`config.mk`:
```
export PLATFORM = sky130hd
export DESIGN_NAME = clint_timer
export DESIGN_NICKNAME = d
export VERILOG_FILES = /design/src/rtl/clint_timer.sv
export SDC_FILE = /design/constraint.sdc
export NUM_CORES = 1
export LEC_CHECK = 0
export CAP_MARGIN = 20
export CORE_ASPECT_RATIO = 1.1
export CORE_MARGIN = 8
export CORE_UTILIZATION = 49
export CTS_CLUSTER_DIAMETER = 100
export DETAILED_ROUTE_END_ITERATION = 8
export PLACE_DENSITY_LB_ADDON = 0.08
export SYNTH_ARGS = -nofsm -noshare
export SYNTH_HDL_FRONTEND = slang
export SYNTH_SLANG_ARGS = --single-unit
```
`constraint.sdc`:
```
create_clock -name clk -period 6.6 [get_ports clk]
set_input_delay 1.32 -clock clk [delete_from_list [all_inputs] [get_ports clk]]
set_output_delay 1.32 -clock clk [all_outputs]
set_load 0.05 [all_outputs]
```
`src/rtl/clint_timer.sv`:
```
// clint_timer: memory-mapped machine timer (mtime / mtimecmp) with a level timer interrupt.
// Optional machine software interrupt register (msip) and soft_int_o output when
// CLINT_MSIP_EN is defined.
`timescale 1ns/1ps
module clint_timer #(
  parameter logic [63:0] BASE_ADDR = 64'h0000_0000_0200_0000,
  parameter int unsigned PRESCALE  = 1
) (
  input  logic        clk,
  input  logic        rst,
  input  logic        req_valid_i,
  output logic        req_ready_o,
  input  logic        req_wen_i,
  input  logic [63:0] req_addr_i,
  input  logic [63:0] req_wdata_i,
  input  logic [7:0]  req_wstrb_i,
  output logic        rsp_valid_o,
  input  logic        rsp_ready_i,
  output logic [63:0] rsp_rdata_o,
  output logic        rsp_err_o,
  output logic        timer_int_o
`ifdef CLINT_MSIP_EN
  ,
  output logic        soft_int_o
`endif
);

  localparam int unsigned PW           = 16;
  localparam logic [PW-1:0] PS_LAST    = PW'(PRESCALE - 1);
  localparam logic [15:0] OFF_MTIMECMP = 16'h4000;
  localparam logic [15:0] OFF_MTIME    = 16'hBFF8;

  typedef enum logic {ST_IDLE, ST_RESP} state_t;

  state_t        state;
  logic [PW-1:0] ps_cnt;
  logic          tick;
  logic [63:0]   mtime;
  logic [63:0]   mtimecmp;

  logic          accept;
  logic          sel_cmp;
  logic          sel_time;
  logic          sel_msip;
  logic          dec_err;
  logic          wr_cmp;
  logic          wr_time;
  logic [63:0]   rd_val;

`ifdef CLINT_MSIP_EN
  localparam logic [15:0] OFF_MSIP = 16'h0000;
  logic          msip_q;
  logic          wr_msip;
`endif

  // Byte-lane merge of write data into an existing register value.
  function automatic logic [63:0] merge_bytes(input logic [63:0] old_val,
                                              input logic [63:0] new_val,
                                              input logic [7:0]  strb);
    logic [63:0] res;
    res = old_val;
    for (int b = 0; b < 8; b++) begin
      if (strb[b]) res[b*8 +: 8] = new_val[b*8 +: 8];
    end
    return res;
  endfunction

  assign accept = (state == ST_IDLE) && req_valid_i;
  assign tick   = (ps_cnt == PS_LAST);

  // Address decode and read-data select for the request currently on the bus.
  always_comb begin
    sel_cmp  = 1'b0;
    sel_time = 1'b0;
    sel_msip = 1'b0;
    rd_val   = 64'd0;
    if ((req_addr_i[63:16] == BASE_ADDR[63:16]) && (req_addr_i[2:0] == 3'b000)) begin
      sel_cmp  = (req_addr_i[15:0] == OFF_MTIMECMP);
      sel_time = (req_addr_i[15:0] == OFF_MTIME);
`ifdef CLINT_MSIP_EN
      sel_msip = (req_addr_i[15:0] == OFF_MSIP);
`endif
    end
    if (sel_cmp)  rd_val = mtimecmp;
    if (sel_time) rd_val = mtime;
`ifdef CLINT_MSIP_EN
    if (sel_msip) rd_val = {63'd0, msip_q};
`endif
    dec_err = !(sel_cmp || sel_time || sel_msip);
  end

  assign wr_cmp  = accept && req_wen_i && sel_cmp;
  // A zero-strobe write leaves mtime alone, so it does not suppress the tick either.
  assign wr_time = accept && req_wen_i && sel_time && (|req_wstrb_i);

  // Prescaler: count 0..PRESCALE-1, tick on the last count.
  always_ff @(posedge clk or posedge rst) begin
    if (rst)       ps_cnt <= '0;
    else if (tick) ps_cnt <= '0;
    else           ps_cnt <= ps_cnt + PW'(1);
  end

  // mtime: bus write takes priority over the tick increment.
  always_ff @(posedge clk or posedge rst) begin
    if (rst)          mtime <= 64'd0;
    else if (wr_time) mtime <= merge_bytes(mtime, req_wdata_i, req_wstrb_i);
    else if (tick)    mtime <= mtime + 64'd1;
  end

  // mtimecmp register.
  always_ff @(posedge clk or posedge rst) begin
    if (rst)         mtimecmp <= 64'hFFFF_FFFF_FFFF_FFFF;
    else if (wr_cmp) mtimecmp <= merge_bytes(mtimecmp, req_wdata_i, req_wstrb_i);
  end

  // Registered level timer interrupt.
  always_ff @(posedge clk or posedge rst) begin
    if (rst) timer_int_o <= 1'b0;
    else     timer_int_o <= (mtime >= mtimecmp);
  end

`ifdef CLINT_MSIP_EN
  assign wr_msip = accept && req_wen_i && sel_msip && req_wstrb_i[0];

  // msip storage and its registered interrupt output.
  always_ff @(posedge clk or posedge rst) begin
    if (rst) begin
      msip_q     <= 1'b0;
      soft_int_o <= 1'b0;
    end else begin
      if (wr_msip) msip_q <= req_wdata_i[0];
      soft_int_o <= msip_q;
    end
  end
`endif

  // Bus handshake FSM with registered response outputs.
  always_ff @(posedge clk or posedge rst) begin
    if (rst) begin
      state       <= ST_IDLE;
      req_ready_o <= 1'b1;
      rsp_valid_o <= 1'b0;
      rsp_rdata_o <= 64'd0;
      rsp_err_o   <= 1'b0;
    end else begin
      case (state)
        ST_IDLE: begin
          if (req_valid_i) begin
            state       <= ST_RESP;
            req_ready_o <= 1'b0;
            rsp_valid_o <= 1'b1;
            rsp_err_o   <= dec_err;
            rsp_rdata_o <= (req_wen_i || dec_err) ? 64'd0 : rd_val;
          end
        end
        ST_RESP: begin
          if (rsp_ready_i) begin
            state       <= ST_IDLE;
            req_ready_o <= 1'b1;
            rsp_valid_o <= 1'b0;
          end
        end
        default: begin
          state       <= ST_IDLE;
          req_ready_o <= 1'b1;
          rsp_valid_o <= 1'b0;
        end
      endcase
    end
  end

endmodule

```
* Word level (Yosys, flattened, before mapping)
Cells that the tools add are included.
Operators by class: muxes and demuxes 25, reductions and logical operators 31, magnitude comparators 1, add/sub/neg operators 2, equal/unequal tests 13, bitwise logic cells 1
Operators with widths (count):
- $mux W64 | 5
- $add A64 B1 Y64 const B | 1
- $ge A64 B64 Y1 | 1
- $mux W8 | 8
- $eq A48 B10 Y1 const B | 1
- $reduce_and A2 Y1 | 18
- $ne A2 B2 Y1 const B | 10
- $add A16 B1 Y16 const B | 1
- $eq A16 B15 Y1 const B | 1
- $eq A16 B16 Y1 const B | 1
- $logic_not A16 Y1 | 1
- $mux W16 | 1
- $mux W1 | 8
- $reduce_or A8 Y1 | 1
- $logic_and A1 B1 Y1 | 6
- $pmux W1 S2 | 3
- $logic_not A3 Y1 | 1
- $logic_or A1 B1 Y1 | 2
- $reduce_bool A2 Y1 | 1
- $logic_not A1 Y1 | 1
- $not A1 Y1 | 1
Storage, ports and cells: logic and storage cells 96, register bits 213, input bits 141, output and inout port bits 68

* Logic depth before layout (Yosys ltp)
Gate-level depths: netlist (run 1).
word-level depth 7, depth in mapped cells 10, gate-level depth less buffers 8

* Least setup slack after synthesis (run 1)
OpenSTA, ideal clock, no wires.
path type input -> register, start point input req_addr_i[34], end point register mtimecmp[48], setup slack 3.334 ns, arrival 3.184 ns, required time 6.518 ns, stages 8, cells stage by stage nor4_1 -> nand4_1 -> or4_1 -> buf_4 -> nor2_8 -> buf_6 -> nand4_4 -> mux2_2
Between the ends: longest elaborated chain between the ends 5
RTL lines:
- start, declared | line 14 | input logic [63:0] req_addr_i,
- $eq A48 B10 Y1 | line 77 | if ((req_addr_i[63:16] == BASE_ADDR[63:16]) && (req_addr_i[2:0] == 3'b000)) begin
- $logic_and A1 B1 Y1 | line 77
- $mux W1 | line 77
- $logic_and A1 B1 Y1 | line 92 | assign wr_cmp = accept && req_wen_i && sel_cmp;
- $reduce_and A2 Y1 (no source line)
- end signal, assigned | line 113 | else if (wr_cmp) mtimecmp <= merge_bytes(mtimecmp, req_wdata_i, req_wstrb_i);
- end, declared | line 39 | logic [63:0] mtimecmp;
Every way passes these cells. A chain may end at the register's enable or synchronous reset.

* Worst setup path in the final report (run 1)
start point input req_addr_i[6], end point register mtime[3]
Between the ends: longest elaborated chain between the ends 6, elaborated cells between the ends (all ways) 8, those cells by class 2 x eq/ne; 2 x mux; 4 x reduce/logical
RTL lines:
- $eq A16 B16 Y1 * | line 79 | sel_time = (req_addr_i[15:0] == OFF_MTIME);
- $mux W1 * | line 77
- $logic_and A1 B1 Y1 * (2 in series) | line 94 | assign wr_time = accept && req_wen_i && sel_time && (|req_wstrb_i);
- $ne A2 B2 Y1 (no source line) / $reduce_bool A2 Y1 (equally long branches)
- $reduce_and A2 Y1 (no source line)
- end signal, assigned | line 106 | else if (wr_time) mtime <= merge_bytes(mtime, req_wdata_i, req_wstrb_i);
- end signal, assigned | line 107 | else if (tick) mtime <= mtime + 64'd1;
- end, declared | line 38 | logic [63:0] mtime;
Every way passes the cells marked *; elsewhere a longest branch is shown, timed or not.

==> results.cfg, run 1 <==
[yosys]
synth_area_um2 = 12300
yosys-mux-area-fraction_pct = 5.93
netlist-cell-type-count = 75
synth_top_family_by_area = simple AND/OR/NAND/NOR gates
seq_area_frac_synth_pct = 44.0
synthesis.area_per_instance_um2 = 9.69
number_of_synthesized_flops_with_an_enable_pin = 0
synthArstFlopShare_pct = 100
ys.flop_type = dfrtp_1
syn_nets = 1477
yosys.area_share.simple_pct = 18.9
yosysWarningCount = 0
ys_seq_elements = 213
synth_xor_area_share_pct = 0.997
synth_adder_area_share_pct = 6.82
post_synthesis_compound_gate_area_fraction_pct = 18.4
gate_count_post_synth = 1269

[setup_path]
rr_startpoint = ps_cnt[7]$_DFF_PP0_
path_delay_family = simple AND/OR/NAND/NOR gates
cp_data_arrival_time_ns = 4.67
ff2ff_path_depth = 6
worst-setup-path-type = in -> reg
worst-path-stages = 8
critical_path.most_common_cell = nand4_1
worst-path-max-fanout = 28
crit_required_ns = 6.99
start_kind = input port
worstSetupStartpoint = req_addr_i[6]
reg2reg_setup_slack_ns = 3.19
cp.buffers_inverters = 2
timing.critical_path.slowest_cell_delay_ns = 0.73
critical_path.reg2reg.endpoint = mtime[32]$_DFFE_PP0P_
cp_slowest_cell = nor2_4
crit_chain = clkdlybuf4s50_1, nand4_1, nor4_2, nand4_1, nor2_4, buf_4, o21ai_0, a221o_1
crit_path_end_kind = flop

[sta]
relSlewSlack_pct = 35.0
rsz0062_at_grt = no
final.setup.tns_ns = 0
final_setup_skew_ns = 0.0122
final.hold.worst_slack_ns = 0.471
timing_worst_slew_pin_value_ns = 0.951
timing_hold_violations_final = 0
final_max_slew_viol_count = 0
fin_crit_ns = 4.27
max_clock_freq_mhz = 234
count_of_final_setup_violators = 0
finalCritPeriodShare_pct = 64.7

[clock_network]
root_buffer = clkbuf_16
clock_insertion_delay_worst_skew_ns = 0.52
num_clock_sinks = 213
cts_buffers = 24
cts_tree = done
cts_resized = 0
clkTransAtPathRegs_ns = 0.06
post_cts.repair.setup_buffers = 0
ctsHtreeMaxLevel = 1
cts-hold-fix-buffers = 0
clock_path_buffers = 3

[finish]
antenna_cells = 0
post_synthesis_to_final_layout_area_growth_pct = 25.7
finish.net_count = 1672
layout-drive-gt1-share_pct = 15.2

[die]
floorplan.io_pins = 209
initial_utilization_pct = 49.3
die_area_um2 = 30400
placement_rows = 61
chipWidth_um = 167
fp.coreArea_um2 = 25000
die-height_um = 182

[place]
gpl.final_weighted_congestion = 0.866
dp_hpwl_mm = 26.7
port-buffer-count = 208

[global_route]
antenna_found_initial = 2
grt_first_pass_wirelength_mm = 58.3
via_count_of_the_first_global_routing_pass = 10900
grt_use_total_pct = 23.3
grt_start_max_net_pins = 142
global_route.overflow_total = 0

[min_path]
min_delay_worst_endpoint = rsp_rdata_o[47]$_DFFE_PP0P_
hold_path_class = reg -> reg
worstHoldPathCells = 2
worstHoldStart = rsp_rdata_o[47]$_DFFE_PP0P_

[drt]
drt-wirelength-per-cell_um = 20.2
final_routed_drc_violation_total = 0
via_per_inst = 6.11
route.vias.total = 11000
drt-initial-drc-count = 869
drt_first_pass_iters = 5
route.final.wire_length_mm = 36.3
number_of_nets_still_failing_antenna_checks_after_routing = 0

[power]
leakagePower_nw = 6.01
cellPowerDensity_nw_per_um2 = 183
worst_ir_drop_vdd_uv = 175

[run]
max-cap-violations = 0

[outcome]
run_status = finished, final reports clean
[cell usage in the layout, fill, tap and decap left out, drive strengths merged, types with 4 or more instances in the layout]
master	instances
o21a	7
dfrtp	148
o221a	11
a311oi	13
o21ai	100
nand4	46
mux2	63
a22oi	63
clkbuf	37
clkdlybuf4s50	208
o32ai	9
nand2	121
a211o	9
a221oi	6
inv	91
nand3	63
xnor2	11
and3	20
nor4	32
clkinv	5
o311ai	7
or3	11
dfstp	65
a21oi	54
nor3b	7
or4	7
and4	13
a211oi	16
ha	67
buf	16
o22ai	9
nor3	33
and2	11
or2	4
nor2	55
[registers in the layout (all words and copies together) (netlist names)]
name and count:
timer_int_o 1, state 1, mtimecmp 64, mtime 64
rsp_valid_o 1, rsp_rdata_o 64, rsp_err_o 1, ps_cnt 16
req_ready_o 1
[worst max-delay path by stage]
stage                            to  slack (ns)
3_3_place_gp   mtime[3]$_DFFE_PP0P_        1.93
2_1_floorplan  mtime[0]$_DFFE_PP0P_        2.56
6_report       mtime[3]$_DFFE_PP0P_        2.33
3_5_place_dp   mtime[3]$_DFFE_PP0P_        1.82
5_1_grt        mtime[3]$_DFFE_PP0P_        2.13
4_1_cts        mtime[3]$_DFFE_PP0P_        2.36
[synthesized netlist by cell type (16+ instances only)]
cell	count	area, um2
dfstp_2	65	1710
nand3_1	61	305
dfrtp_1	148	3700
mux2_2	63	709
a21oi_1	54	270
and3_1	20	125
nor2_1	53	199
inv_1	92	345
a211oi_1	16	120
nor4_1	30	188
buf_2	26	130
nand2_1	121	454
clkbuf_1	23	86.3
a22oi_1	63	473
nor3_1	28	140
nand4_1	37	231
ha_1	67	838
o21ai_0	98	490
[logic make-up (layout without fill, tap and decap cells)]
kind of cell	count (synthesis)	count (layout)
simple gates	428	428
compound gates	335	335
flops	213	213
buf+inv	147	360
fa+ha+maj	67	67
mux	65	65
xor+xnor	14	14
[power by group]
group          leakage, nW  switching, mW  internal [mW]
logic                 3.02         0.0993         0.0904
clock network        0.380          0.538          0.778
registers             2.60        0.00420           1.31
[metal layers]
| metal | wire length (um) | vias to the layer above | global-route usage (%) |
|---|---|---|---|
| li1 | - | 5162 | - |
| met1 | 15300 | 5427 | 29.7 |
| met2 | 18500 | 321 | 41.1 |
| met3 | 1930 | 60 | 3.52 |
| met4 | 597 | 4 | 5.55 |
| met5 | 24 | - | 0 |
[worst reg2reg max path, stage by stage, from the launching register on]
cell and delay (ns):
dfrtp_1 0.45, nor4_1 0.44, and4_1 0.85, nand4_1 0.59
a21oi_1 0.58, a221oi_1 0.15, a311oi_1 0.26
[layout make-up]
cell class	count	area, um2
Inverter	92	349
Multi-Input combinational cell	909	6300
Sequential cell	213	5410
Timing Repair Buffer	224	2220
Tap cell	315	394
Clock inverter	7	62.6
Fill cell	2181	9510
Clock buffer	37	711
[metrics by stage]
step	util [%]	worst slack [ns]	instance area, um2	instances	power [mW]
floorplan	-	2.56	12300	1269	1.40
global placement	58.8	1.93	14700	1752	1.53
detailed placement	58.8	1.82	14700	1752	1.53
CTS	61.8	2.36	15400	1796	2.85
global route	61.9	2.13	15500	1797	2.91
finish	61.9	2.33	15500	1797	2.82
(Power assumes the default switching activity.)
==> run 2: changes to the inputs <==
Clock period 6.6 ns to 3.8 ns, I/O delays scaled along.
==> run 2 against run 1 <==
Sequential power up 73%. Count of clock-buffer cells in the layout is 1 higher. Largest power group is now clock. Non-clock buffer count rose by 31. Worst hold slack gained 0.0033 ns. Highest routed layer is now met4. Sequential cell count unchanged. Sequential share of layout area down 0.67 points. Worst setup slack lost 1.8 ns. Clock power up 82%. Cell area grew 2.0%. Combinational power rose by 78%.
==> results.cfg, run 2 (synthesized netlist as in run 1, its figures left out) <==
[outcome]
run_status = finished, final reports clean

[drt]
drt-initial-drc-count = 811
drt-wirelength-per-cell_um = 20.4
met2WireLength_mm = 18.4
route.final.wire_length_mm = 37.3
wl_met3_mm = 2.34
number_of_nets_still_failing_antenna_checks_after_routing = 0
met1Wirelength_mm = 15.6
final_routed_drc_violation_total = 0
highest_layer = met4
drt_first_pass_iters = 5
route.vias.total = 11100
via_per_inst = 6.07

[power]
clk_network_pwr_share_pct = 47.8
cellPowerDensity_nw_per_um2 = 319
p_sw_share_pct = 22.5
leakagePower_nw = 6.20
net-switching-power_mw = 1.13
share_comb_of_total_power_pct = 6.7
pwr-share-seq_pct = 45.5
worst_ir_drop_vdd_uv = 275
internal_power_mw = 3.90

[die]
placement_rows = 61
chipWidth_um = 167
floorplan.io_pins = 209
fp.coreArea_um2 = 25000
initial_utilization_pct = 49.3
die-height_um = 182
die_area_um2 = 30400

[finish]
layout_commonest_cell = clkdlybuf4s50_1
layout-drive-gt1-share_pct = 17.2
fillCellCount = 2148
final_cells = 1827
antenna_cells = 0
finish.net_count = 1703
largest_registers = mtime x64, mtimecmp x64, rsp_rdata_o x64
post_synthesis_to_final_layout_area_growth_pct = 28.1
area_of_the_multi_input_gates_um2 = 6300
register_area_um2 = 5410
layout_common_cells = clkdlybuf4s50_1, dfrtp_1, nand2_1

[sta]
relSlewSlack_pct = 38.8
timing_worst_slew_pin_value_ns = 0.911
final_max_slew_viol_count = 0
timing_hold_violations_final = 0
count_of_final_setup_violators = 0
final_setup_skew_ns = 0.00834
rsz0062_at_grt = no
final.setup.tns_ns = 0
finalCritPeriodShare_pct = 87.4
max_clock_freq_mhz = 301
fin_crit_ns = 3.32

[setup_path]
crit_path_end_kind = flop
start_kind = input port
crit_required_ns = 4.22
worst-setup-path-type = in -> reg
cp_data_arrival_time_ns = 3.74
worst-path-max-fanout = 11

[global_route]
grt_first_pass_wirelength_mm = 60.1
via_count_of_the_first_global_routing_pass = 11200
antenna_found_initial = 0
grt_start_max_net_pins = 74
grt_use_total_pct = 24.1
global_route.overflow_total = 0

[clock_network]
cts_resized = 0
cts-hold-fix-buffers = 0
clkTransAtPathRegs_ns = 0.06
clock_insertion_delay_worst_skew_ns = 0.52
num_clock_sinks = 213
post_cts.repair.setup_buffers = 0
cts_tree = done
cts_buffers = 24
clock_path_buffers = 3
root_buffer = clkbuf_16
ctsHtreeMaxLevel = 1

[place]
gpl.final_weighted_congestion = 0.868
port-buffer-count = 208
placedCellCount = 1784
dp_hpwl_mm = 27.9

[min_path]
hold_path_class = reg -> reg

[run]
max-cap-violations = 0
-- run 2: cell types whose count changed in the layout (fill, tap and decap cells not counted), sizes merged --
| cell | delta |
|---|---|
| clkbuf | +1 |
| clkinvlp | -1 |
| buf | +31 |
| clkinv | -1 |
-- run 2: cell type report --
type | count | area share, %
Timing Repair Buffer | 255 | 15.7
Sequential cell | 213 | 34.4
Clock inverter | 5 | 0.318
Multi-Input combinational cell | 909 | 40.0
Inverter | 92 | 2.22
Tap cell | 315 | 2.50
Clock buffer | 38 | 4.92
-- run 2: worst paths after layout --
kind                                             start                          end  slack (ns)  cells past startpoint
min                        rsp_rdata_o[48]$_DFFE_PP0P_  rsp_rdata_o[48]$_DFFE_PP0P_        0.47                      2
max in group asynchronous                          rst     mtimecmp[13]$_DFFE_PP1P_        2.56                      3
max                                     req_wstrb_i[0]        mtime[32]$_DFFE_PP0P_        0.48                      8
max reg2reg                        ps_cnt[0]$_DFF_PP0_        mtime[56]$_DFFE_PP0P_        0.88                      8
min reg2reg                rsp_rdata_o[48]$_DFFE_PP0P_  rsp_rdata_o[48]$_DFFE_PP0P_        0.47                      2
min in group asynchronous                          rst  rsp_rdata_o[63]$_DFFE_PP0P_        0.54                      2
-- run 2: metrics by stage --
step	hold WS, ns	power [mW]	setup WS (ns)	area, um2	util (%)
floorplan	0.443	2.43	0.323	12300	-
global placement	0.459	2.67	0.115	14900	59.8
detailed placement	0.459	2.67	0.113	14900	59.8
CTS	0.478	5.06	0.635	15800	63.1
global route	0.495	5.18	0.238	15800	63.1
finish	0.474	5.03	0.481	15800	63.1
-- run 2: power by group through the flow --
stage / Sequential, mW / Clock (mW) / Combinational, mW
after global placement: 2.33 / 0 / 0.341
after detailed placement: 2.33 / 0 / 0.341
final: 2.29 / 2.40 / 0.338
after floorplan: 2.35 / 0 / 0.0816
after CTS: 2.29 / 2.43 / 0.343
after global routing: 2.29 / 2.53 / 0.362
-- run 2: critical path, stage by stage --
cell,delay (ns)
clkdlybuf4s50_1,0.56
nor4_1,0.73
nand2_1,0.17
and4_1,0.41
buf_4,0.25
a21oi_1,0.42
a221oi_1,0.15
a311oi_1,0.28
-- run 2: routing by layer --
layer | global-route usage (%) | up-vias
met4 | 7.25 | 0
met5 | 0 | -
met2 | 41.1 | 369
li1 | - | 5235
met3 | 4.04 | 68
met1 | 30.8 | 5410
==> run 3: changes to the inputs <==
Settings changed: ABC_CLOCK_PERIOD_IN_PS set to 3800, CTS_BUF_LIST set to sky130_fd_sc_hd__clkbuf_4 sky130_fd_sc_hd__clkbuf_8 sky130_fd_sc_hd__clkbuf_16.
==> run 3 against run 2 <==
Count of clock-buffer cells in the layout unchanged. Wire length increased by 0.10%. Maximum frequency rose by 1.8%. Power up 0.32%. Clock skew rose by 0.00093 ns. Non-clock buffer count did not move. Largest cell class unchanged. Sequential share of layout area is essentially flat. Clock power barely moved. Critical path depth unchanged. Core utilization about the same.
==> results.cfg, run 3 (synthesized netlist as in run 1, its figures left out) <==
[finish]
area_of_the_multi_input_gates_um2 = 6300
fillCellCount = 2142
layout_common_cells = clkdlybuf4s50_1, dfrtp_1, nand2_1
antenna_cells = 0
largest_registers = mtime x64, mtimecmp x64, rsp_rdata_o x64
final_cells = 1827
finish.net_count = 1703
layout-drive-gt1-share_pct = 17.4
register_area_um2 = 5410
layout_commonest_cell = clkdlybuf4s50_1
post_synthesis_to_final_layout_area_growth_pct = 28.2

[min_path]
worstHoldPathCells = 2
hold_path_class = reg -> reg
min_delay_worst_endpoint = rsp_rdata_o[48]$_DFFE_PP0P_
worstHoldStart = rsp_rdata_o[48]$_DFFE_PP0P_

[setup_path]
worst-path-max-fanout = 11
reg2reg_setup_slack_ns = 0.87
crit_path_end_kind = flop
crit_required_ns = 4.22
start_kind = input port
cp_data_arrival_time_ns = 3.68
ff2ff_path_depth = 8
worst-setup-path-type = in -> reg
critical_path.reg2reg.endpoint = mtime[56]$_DFFE_PP0P_
rr_startpoint = ps_cnt[0]$_DFF_PP0_

[drt]
route.vias.total = 11100
drt-wirelength-per-cell_um = 20.4
drt_first_pass_iters = 5
number_of_nets_still_failing_antenna_checks_after_routing = 0
final_routed_drc_violation_total = 0
drt-initial-drc-count = 817
via_per_inst = 6.08
route.final.wire_length_mm = 37.3

[sta]
final.setup.tns_ns = 0
rsz0062_at_grt = no
max_clock_freq_mhz = 307
relSlewSlack_pct = 38.7
count_of_final_setup_violators = 0
finalCritPeriodShare_pct = 85.8
final.hold.worst_slack_ns = 0.474
timing_worst_slew_pin_value_ns = 0.912
fin_crit_ns = 3.26
final_max_slew_viol_count = 0
final_setup_skew_ns = 0.00927
timing_hold_violations_final = 0

[die]
chipWidth_um = 167
floorplan.io_pins = 209
die_area_um2 = 30400
placement_rows = 61
die-height_um = 182
fp.coreArea_um2 = 25000
initial_utilization_pct = 49.3

[clock_network]
clkTransAtPathRegs_ns = 0.06
root_buffer = clkbuf_16
cts_tree = done
cts_buffers = 24
clock_path_buffers = 3
num_clock_sinks = 213
clock_insertion_delay_worst_skew_ns = 0.52
cts_resized = 0
post_cts.repair.setup_buffers = 0
ctsHtreeMaxLevel = 1
cts-hold-fix-buffers = 0

[power]
leakagePower_nw = 6.21
p_sw_share_pct = 22.3
net-switching-power_mw = 1.13
internal_power_mw = 3.92
clk_network_pwr_share_pct = 47.9
worst_ir_drop_vdd_uv = 275
cellPowerDensity_nw_per_um2 = 320
pwr-share-seq_pct = 45.4
share_comb_of_total_power_pct = 6.7

[place]
dp_hpwl_mm = 27.9
placedCellCount = 1784
port-buffer-count = 208
gpl.final_weighted_congestion = 0.868

[global_route]
antenna_found_initial = 0
grt_first_pass_wirelength_mm = 60.1
grt_use_total_pct = 24.1
via_count_of_the_first_global_routing_pass = 11200
grt_start_max_net_pins = 74
global_route.overflow_total = 0

[outcome]
run_status = finished, final reports clean

[run]
max-cap-violations = 0
run 3: cell counts in the layout (fill, tap and decap cells not counted):
Identical to the previous run, type by type.
run 3: how the worst max path moves through the flow:
| stage | start | end | slack [ns] |
|---|---|---|---|
| finish | req_wstrb_i[0] | mtime[32]$_DFFE_PP0P_ | 0.54 |
| global route | req_wstrb_i[0] | mtime[32]$_DFFE_PP0P_ | 0.24 |
| CTS | req_wstrb_i[0] | mtime[32]$_DFFE_PP0P_ | 0.64 |
| detailed placement | req_addr_i[17] | mtimecmp[44]$_DFFE_PP1P_ | 0.11 |
| global placement | req_wstrb_i[0] | mtime[32]$_DFFE_PP0P_ | 0.12 |
| floorplan | rst | mtime[0]$_DFFE_PP0P_ | 0.32 |
run 3: layout make-up:
cell class | instances | share of cell area [%]
clock buffer | 38 | 4.98
sequential | 213 | 34.3
clock inverter | 5 | 0.317
tap | 315 | 2.50
timing repair buffer | 255 | 15.7
multi-input combinational | 909 | 40.0
inverter | 92 | 2.21
run 3: metal layers:
metal / share of wire, % / up-vias / routed length, um / GRT usage, %
li1: - / 5240 / - / -
met1: 42 / 5430 / 15600 / 30.8
met2: 50 / 367 / 18500 / 41.2
met3: 6.1 / 66 / 2270 / 4.04
met4: 2.5 / 0 / 928 / 7.18
met5: 0 / - / 0 / 0
run 3: power by group through the flow:
stage	Clock (mW)	Sequential (mW)	Combinational, mW
6_report	2.42	2.29	0.338
5_1_grt	2.54	2.29	0.362
4_1_cts	2.45	2.29	0.343
3_5_place_dp	0	2.33	0.341
3_3_place_gp	0	2.33	0.341
2_1_floorplan	0	2.35	0.0816
run 3: per-stage QoR:
step	util [%]	total power, mW	setup WS (ns)	instance area, um2
2_1_floorplan	-	2.43	0.323	12300
3_3_place_gp	59.8	2.67	0.115	14900
3_5_place_dp	59.8	2.67	0.113	14900
4_1_cts	63.2	5.09	0.635	15800
5_1_grt	63.2	5.20	0.238	15800
6_report	63.2	5.05	0.538	15800
run 3: worst max-delay path, stage by stage:
cell	delay (ns)
clkdlybuf4s50_1	0.55
nor4_1	0.73
nand2_1	0.16
and4_1	0.42
buf_4	0.25
a21oi_1	0.39
a221oi_1	0.15
a311oi_1	0.27
